File: config.mk
export PLATFORM = sky130hd
export DESIGN_NAME = pr_timer_responder
export DESIGN_NICKNAME = d
export VERILOG_FILES = /design/src/rtl/pr_timer_responder.sv
export SDC_FILE = /design/constraint.sdc
export NUM_CORES = 1
export LEC_CHECK = 0
export CELL_PAD_IN_SITES_DETAIL_PLACEMENT = 1
export CELL_PAD_IN_SITES_GLOBAL_PLACEMENT = 2
export CORE_UTILIZATION = 32
export CTS_CLUSTER_DIAMETER = 80
export DETAILED_ROUTE_END_ITERATION = 8
export GPL_ROUTABILITY_DRIVEN = 0
export PLACE_DENSITY_LB_ADDON = 0.1
export SYNTH_ARGS = -nofsm -noshare
export SYNTH_HDL_FRONTEND = slang
export SYNTH_SLANG_ARGS = --single-unit
File: constraint.sdc
create_clock -name clk -period 4.55 [get_ports clk]
set_clock_uncertainty 0.1 [all_clocks]
set_input_delay 0.91 -clock clk [delete_from_list [all_inputs] [get_ports clk]]
set_output_delay 0.91 -clock clk [all_outputs]
set_load 0.03 [all_outputs]
File: src/rtl/pr_timer_responder.sv
// pr_timer_responder
//   Memory-mapped programmable timer on the processor bus. It decodes a
//   16-byte window at BASE_ADDR, serves CPU reads combinationally, applies
//   CPU writes at posedge clk, counts down from PRESET and raises HWInt[0].
//
//   Register map (PrAddr[3:2]):
//     0x0 CTRL   [0] EN, [2:1] MODE (01 = auto-reload, else one-shot), [3] IM
//     0x4 PRESET reload value
//     0x8 COUNT  current count (read-only)
//     0xC        unmapped, reads 0
//
// Ports
//   clk     system clock
//   rst     asynchronous reset, active-low
//   PrAddr  CPU byte address (bits [1:0] ignored)
//   PrDOut  CPU write data
//   Wen     CPU write strobe
//   PrDIn   read data back to the CPU (combinational)
//   HWInt   interrupt lines; bit 0 is the timer, the rest are tied low
module pr_timer_responder #(
  parameter logic [31:0] BASE_ADDR = 32'h0000_7F00,
  parameter int          DEV_CNT   = 6
) (
  input  logic               clk,
  input  logic               rst,
  input  logic [31:0]        PrAddr,
  input  logic [31:0]        PrDOut,
  input  logic               Wen,
  output logic [31:0]        PrDIn,
  output logic [DEV_CNT-1:0] HWInt
);

  typedef enum logic [1:0] {
    IDLE = 2'd0,
    LOAD = 2'd1,
    CNT  = 2'd2,
    INT  = 2'd3
  } state_t;

  state_t      state, state_nxt;
  logic [3:0]  ctrl;
  logic [31:0] preset;
  logic [31:0] count, count_nxt;
  logic        irq_pending;
  logic        irq_set;
  logic        clr_en;

  // Address decode
  logic hit;
  logic wr_ctrl, wr_preset;
  logic unused_addr_bits;

  assign hit              = (PrAddr[31:4] == BASE_ADDR[31:4]);
  assign wr_ctrl          = Wen && hit && (PrAddr[3:2] == 2'd0);
  assign wr_preset        = Wen && hit && (PrAddr[3:2] == 2'd1);
  assign unused_addr_bits = ^PrAddr[1:0];

  logic en, mode_auto;
  assign en        = ctrl[0];
  assign mode_auto = (ctrl[2:1] == 2'b01);

  // Next-state / counter logic
  always_comb begin
    state_nxt = state;
    count_nxt = count;
    irq_set   = 1'b0;
    clr_en    = 1'b0;
    case (state)
      IDLE: begin
        if (en) state_nxt = LOAD;
      end
      LOAD: begin
        count_nxt = preset;
        state_nxt = CNT;
      end
      CNT: begin
        if (!en) begin
          state_nxt = IDLE;
        end else if (count <= 32'd1) begin
          // PRESET=0 and PRESET=1 both expire on the first CNT cycle.
          count_nxt = 32'd0;
          state_nxt = INT;
          irq_set   = !mode_auto;
        end else begin
          count_nxt = count - 32'd1;
        end
      end
      INT: begin
        if (!mode_auto) begin
          state_nxt = IDLE;
          clr_en    = 1'b1;
        end else if (en) begin
          state_nxt = LOAD;
        end else begin
          state_nxt = IDLE;
        end
      end
      default: state_nxt = IDLE;
    endcase
  end

  always_ff @(posedge clk or negedge rst) begin
    if (!rst) begin
      state <= IDLE;
      count <= 32'd0;
    end else begin
      state <= state_nxt;
      count <= count_nxt;
    end
  end

  // A CPU write to CTRL overrides the FSM's EN clear in the same cycle.
  always_ff @(posedge clk or negedge rst) begin
    if (!rst) begin
      ctrl <= 4'd0;
    end else if (wr_ctrl) begin
      ctrl <= PrDOut[3:0];
    end else if (clr_en) begin
      ctrl[0] <= 1'b0;
    end
  end

  always_ff @(posedge clk or negedge rst) begin
    if (!rst) begin
      preset <= 32'd0;
    end else if (wr_preset) begin
      preset <= PrDOut;
    end
  end

  // Setting beats clearing so an expiry coinciding with a CTRL write is kept.
  always_ff @(posedge clk or negedge rst) begin
    if (!rst) begin
      irq_pending <= 1'b0;
    end else if (irq_set) begin
      irq_pending <= 1'b1;
    end else if (wr_ctrl) begin
      irq_pending <= 1'b0;
    end
  end

  // Read mux
  always_comb begin
    PrDIn = 32'd0;
    if (hit) begin
      case (PrAddr[3:2])
        2'd0:    PrDIn = {28'd0, ctrl};
        2'd1:    PrDIn = preset;
        2'd2:    PrDIn = count;
        default: PrDIn = 32'd0;
      endcase
    end
  end

  // Auto-reload gives a one-cycle pulse in INT; one-shot holds a level.
  always_comb begin
    HWInt    = '0;
    HWInt[0] = ctrl[3] && (irq_pending || ((state == INT) && mode_auto));
  end

endmodule

==> summary.txt, run 1 <==
Worst setup path
  – Worst setup EP type: primary output
  – Crit path DAT: about 2.7 ns
  – Crit path kind: input pin to primary output
  – Max Fanout on Critical Path: 2
  – CP required: 3.54 ns
  – Startpoint types: input pin

Floorplanning
  – Row count: 41
  – Die Span Y: 116.5 um
  – I/O pin total: 105
  – Die Width: 116.5 um
  – Die Area: between 10,000 and 15,000 um2
  – Core Area: about 13,000 um2
  – Initial core utilization: 0.3299

Placed design
  – HPWL Detailed: between 9000 and 10,000 um
  – Placed Instance Area: 5256 um2
  – Setup WS pre-CTS: 0.8059 ns
  – Dpl cells: 705
  – IO buf count: 97

Synth
  – Post-synth top flop: dfrtp_1
  – Area share of the leading cell type in the synthesized netlist: 0.4234
  – Synth area leader: dfrtp_1
  – Synthesized cell area: 4197 um2
  – Top post-synthesis cells by count: dfrtp_1, nor2_1, a22oi_1
  – Most frequent cell after synthesis: dfrtp_1
  – Synth top area cells: dfrtp_1, mux2_2, a22oi_1
  – Yosys reg bits: 71
  – Synthesized area per cell: 9.203 um2
  – Mapped Cells: 456
  – Library cells used by synthesis: 56
  – Sequential-to-total area share from yosys stat: 0.4234
  – Number of synthesized flops with an enable pin: 0
  – Async SR Flop Fraction: 1.000
  – Synth warn: 0

Route
  – Detailed Route Iter0 Violations: 166
  – Drt first pass iters: 4
  – Remaining antenna violation count: 0
  – DR vias/cell: roughly 5.6
  – Routed Wire Length: 13,920 um
  – Drt wl/cell: ~19 um
  – Vias: 4,007
  – DRC: 0

Clock tree
  – CTS tree: yes
  – Post-CTS sizing: 0
  – Worst skew pair latency: 0.35 ns
  – CTS buffer count: 9
  – Root Driver: clkbuf_16
  – H-Tree Level Count: 3
  – Hold buffers post-CTS: 0
  – Worst-path clk slew: 0.06 ns
  – Post-CTS Setup Bufs: 0
  – CTS max path bufs: 2
  – TritonCTS Sinks: 71

Power
  – Leakage power: 2.449 nW
  – Peak VDD IR: 137.8 uV
  – Power Density: 251.0 nW/um2

Flow run
  – Number of max-cap violations: 0

STA
  – Final Max Slew Viols: 0
  – RSZ-0062 raised after global routing: false
  – Period utilization: 0.8184
  – PnR worst setup slack: 0.8261 ns
  – Setup TNS: 0 ns
  – F_max: 0.2685 GHz
  – Least-Margin Pin Slew: 0.7427 ns
  – Minimum clock period: 3.724 ns
  – Slew HR: 0.5010
  – Setup violators final: 0
  – Final Hold Fails: 0

Finish
  – Finished Cell Area: 5522 um2
  – # nets final: between 600 and 700
  – Layout area overhead: 31.57%
  – Final Util: 0.4340
  – Layout filler cell count: about 1,500
  – Ant diodes: 0
  – Share of layout cells above drive strength 1: 0.1920
  – Layout Cells excl Fill: 719

Global routing
  – Total gr overflow: 0
  – Global-route wire length before repair: 23,000 um
  – Number of antenna violations at the first check in global routing: 0
  – Largest net degree at the start of global routing: 37
  – Vias in the first global route: 4,248
  – Overall global routing resource usage: 0.2259

Run status
  – Status: finished clean

Hold path
  – Hold Path Class: input pin to async pin
## layout by cell type (no fill, tap or decap), types with 9 or more instances in the layout
master	n
nand3_1	15
dfrtp_1	71
nor4_1	16
nor2_1	54
inv_1	13
buf_4	42
nor3_1	11
clkdlybuf4s50_1	65
mux2_2	35
a22oi_1	36
nand2_1	33
or4_1	13
o21ai_0	16
a21oi_1	22
clkbuf_16	9
## cells by family after synthesis
| family | Yosys count | synth area share |
|---|---|---|
| muxes | 40 | 0.1058 |
| and+or+nand+nor | 176 | 0.2177 |
| adders and majority gates | 2 | 0.005962 |
| other | 1 | 0.0008936 |
| AOI/OAI and AO/OA | 118 | 0.1965 |
| buffers and inverters | 48 | 0.04979 |
| DFF | 71 | 0.4234 |
## power breakdown
group	internal (mW)	switching, mW
Combinational	0.0522	0.0386
Sequential	0.632	0.000000172
Clock	0.392	0.271
Total	1.08	0.309
## stage by stage
step | hold WS, ns | total power, mW
final | 0.3032 | 1.386
after global routing | 0.3069 | 1.438
after CTS | 0.2987 | 1.405
after detailed placement | 0.4156 | 0.7356
after global placement | 0.3922 | 0.7335
after floorplan | 0.3699 | 0.6634
## flip-flops by register name (all words and copies together) (netlist names)
name         cells
irq_pending      1
state            2
preset          32
count           32
ctrl             4
## layer usage
layer  up-vias  routed length, um  GRT usage
li1       1898                  -          -
met1      2010               6236     0.2932
met2        85               6914     0.3811
met3        14                569    0.03529
met4         0                198    0.07949
met5         -                  0          0
## worst max-delay path: stages
cell and delay (ns):
clkdlybuf4s50_1 0.39, nor4_1 0.26, and3_1 0.20, nand4_1 0.13, nor2_1 0.14, clkdlybuf4s50_1 0.67
## worst paths after layout
path                       slack [ns]  cells past startpoint                     from                 endpoint
setup / recovery                 0.83                      6               PrAddr[22]                 PrDIn[0]
hold / removal                   0.30                      1                      rst     count[5]$_DFFE_PN0P_
setup reg to reg                 1.35                      6    count[14]$_DFFE_PN0P_    count[13]$_DFFE_PN0P_
hold reg to reg                  0.43                      2  irq_pending$_DFFE_PN0P_  irq_pending$_DFFE_PN0P_
max in group asynchronous        3.33                      2                      rst    count[26]$_DFFE_PN0P_
min in group clk                 0.43                      2  irq_pending$_DFFE_PN0P_  irq_pending$_DFFE_PN0P_
## final cells by class
cell class                      instances  area (um2)  area share
Multi-Input combinational cell        341        2245      0.4065
Clock buffer                           13       260.3     0.04713
Clock inverter                          1       5.005   0.0009064
Inverter                               13       48.80    0.008838
Sequential cell                        71        1777      0.3218
Tap cell                              172       215.2     0.03898
Timing Repair Buffer                  108       970.9      0.1758
Power figures use the tool's default switching activity.
==> run 2: changes to the inputs <==
CORE_UTILIZATION = 30   (was 32)
clock period = 3.76 ns   (was 4.55 ns; I/O delays follow)
==> run 2 against run 1 <==
Global-route usage is 2.0 points lower. First-iteration DRC count up 22%. Worst setup slack worse by 0.38 ns. Combinational power increased by 23%. Critical path type unchanged. Via count up 0.62%.
==> summary.txt, run 2 (same netlist as run 1, synthesis figures left out) <==
Run status
  – Status: finished clean

Global routing
  – Number of antenna violations at the first check in global routing: 0 (unchanged)
  – Overall global routing resource usage: 0.2057 (-0.02027)
  – Largest net degree at the start of global routing: 39 (+5.4%)
  – Vias in the first global route: 4,209 (-0.92%)
  – Total gr overflow: 0 (unchanged)
  – Global-route wire length before repair: 22,910 um (-0.39%)

STA
  – PnR worst setup slack: 0.4444 ns (-0.3817 ns)
  – Setup TNS: 0 ns (unchanged)
  – Minimum clock period: 3.316 ns
  – Period utilization: 0.8818
  – Setup violators final: 0 (unchanged)
  – Final Hold Fails: 0 (unchanged)
  – Final Max Slew Viols: 0 (unchanged)
  – RSZ-0062 raised after global routing: false
  – Least-Margin Pin Slew: 0.8508 ns (+0.1081 ns)
  – Slew HR: 0.4328 (-0.06824)
  – F_max: 0.3016 GHz

Flow run
  – Number of max-cap violations: 0 (unchanged)

Worst setup path
  – Reg2reg path depth: 7 (+1)
  – Crit-path cells: clkdlybuf4s50_1 -> nor2b_2 -> buf_4 -> a22oi_1 -> nor2_1 -> buf_4
  – Startpoint types: input pin
  – CP max stage cell: clkdlybuf4s50_1
  – R2R setup slack: 0.85 ns (-0.50 ns)
  – Crit path DAT: 2.46 ns (-0.25 ns)
  – CP max stage delay: 0.68 ns (about the same)
  – Crit path kind: input pin to primary output
  – Most common cell on crit path: buf_4
  – CP required: 2.91 ns (-0.63 ns)
  – Crit Reg-Reg Startpoint: count[0]$_DFFE_PN0P_
  – Max Fanout on Critical Path: 29 (+27)
  – Worst r2r dst: count[20]$_DFFE_PN0P_
  – Worst setup EP type: primary output

Power
  – Psw: 384.2 uW (+24%)
  – Seq pwr share: 0.439 (-0.017)
  – Power Density: 310.6 nW/um2 (+24%)
  – Clock power frac: 0.497 (+0.018)
  – Leakage power: 2.501 nW (+2.1%)
  – Sw Ratio: 0.2206 (-0.002766)
  – Peak VDD IR: 190.5 uV (+38%)
  – P_int: 1.358 mW (+26%)
  – Comb pwr share: 0.064 (-0.002)

Finish
  – # nets final: 620 (+1.1%)
  – Top flop regs: count: 32 flops, preset: 32 flops, ctrl: 4 flops
  – Share of layout cells above drive strength 1: 0.2068 (+0.01488)
  – Layout Cells excl Fill: 732 (+1.8%)
  – Commonest cells after routing, fill and taps aside: dfrtp_1, clkdlybuf4s50_1, nor2_1, buf_4, a22oi_1
  – Layout filler cell count: 1,592 (+5.9%)
  – Layout area overhead: 33.63%
  – Finished Cell Area: 5608 um2 (+1.6%)
  – Sequential Area: 1777 um2 (unchanged)
  – Commonest non-fill, non-tap cell in the layout: dfrtp_1
  – Multi-input logic area: 2237 um2 (-0.33%)
  – Ant diodes: 0 (unchanged)

Floorplanning
  – Initial core utilization: 0.3119 (-0.01792)
  – Row count: 42 (+2.4%)
  – Die Span Y: 120.3 um (+3.2%)
  – Core Area: 13,450 um2 (+5.7%)
  – Die Area: 14,460 um2 (+6.5%)
  – I/O pin total: 105 (unchanged)
  – Die Width: 120.3 um (+3.2%)

Route
  – Top sig layer: met4
  – DRC: 0 (unchanged)
  – Met2 Wirelength: 6463 um (-6.5%)
  – Vias: 4,032 (+0.62%)
  – DR vias/cell: 5.508 (-1.2%)
  – Met1 wire length: 6789 um (+8.9%)
  – Drt wl/cell: 19.09 um (-1.4%)
  – Detailed Route Iter0 Violations: 203 (+22%)
  – Remaining antenna violation count: 0 (unchanged)
  – Drt first pass iters: 4 (unchanged)
  – Routed Wire Length: 13,970 um (+0.40%)
  – WL met3: 542 um (-4.7%)

Clock tree
  – Worst-path clk slew: 0.05 ns (about the same)
  – Post-CTS sizing: 0 (unchanged)
  – CTS max path bufs: 2 (unchanged)
  – TritonCTS Sinks: 71 (unchanged)
  – Post-CTS Setup Bufs: 0 (unchanged)
  – CTS tree: yes
  – Hold buffers post-CTS: 0 (unchanged)
  – CTS buffer count: 9 (unchanged)
  – H-Tree Level Count: 3 (unchanged)
  – Worst skew pair latency: 0.35 ns (about the same)
  – Root Driver: clkbuf_16

Hold path
  – Hold Path Class: input pin to async pin

Placed design
  – Dpl cells: 716 (+1.6%)
  – IO buf count: 97 (unchanged)
  – HPWL Detailed: 9849 um (+2.1%)
  – Setup WS pre-CTS: 0.4344 ns (-0.3715 ns)
  – Placed Instance Area: 5316 um2 (+1.1%)
[run 2: changes by cell type in the layout (fill, tap and decap cells not counted)]
cell,delta
clkbuf_8,-1
bufinv_16,+1
buf_12,+1
a21oi_4,-1
buf_4,+7
clkinv_2,+2
a21oi_2,+1
clkdlybuf4s50_1,-1
[run 2: cell type report]
class,count,share of cell area
Clock buffer,12,0.04395
Clock inverter,4,0.008032
Inverter,13,0.008701
Multi-Input combinational cell,341,0.3989
Sequential cell,71,0.3168
Tap cell,176,0.03927
Timing Repair Buffer,115,0.1843
[run 2: power by group through the flow]
stage / clock [mW] / sequential [mW] / combinational, mW
3_3_place_gp: 0 / 0.778 / 0.112
3_5_place_dp: 0 / 0.778 / 0.114
6_report: 0.866 / 0.764 / 0.112
2_1_floorplan: 0 / 0.778 / 0.0245
4_1_cts: 0.888 / 0.764 / 0.115
5_1_grt: 0.918 / 0.764 / 0.122
[run 2: how the worst max path moves through the flow]
stage | from | to | slack, ns
after floorplan | PrAddr[2] | PrDIn[11] | 0.57
after global placement | PrAddr[2] | PrDIn[31] | 0.45
after detailed placement | PrAddr[2] | PrDIn[31] | 0.43
after CTS | PrAddr[2] | PrDIn[31] | 0.44
after global routing | PrAddr[2] | PrDIn[27] | 0.34
final | PrAddr[2] | PrDIn[16] | 0.44
[run 2: critical path, delay by kind of cell]
kind / cells / cell delay [ns]
AO/OA/AOI/OAI: 1 / 0.15
buffers and inverters: 3 / 1.22
AND/OR/NAND/NOR: 2 / 0.33
[run 2: layer usage]
layer / up-vias / track usage
met2: 94 / 0.3297
met3: 10 / 0.03679
li1: 1906 / -
met1: 2022 / 0.2805
met5: - / 0
met4: 0 / 0.06481
[run 2: metrics by stage]
| stage | hold WS, ns | total power [mW] | utilization |
|---|---|---|---|
| floorplan | 0.3564 | 0.8028 | - |
| global placement | 0.3838 | 0.8902 | 0.3952 |
| detailed placement | 0.4135 | 0.8922 | 0.3952 |
| CTS | 0.4272 | 1.767 | 0.4169 |
| global route | 0.4587 | 1.804 | 0.4169 |
| finish | 0.4175 | 1.742 | 0.4169 |
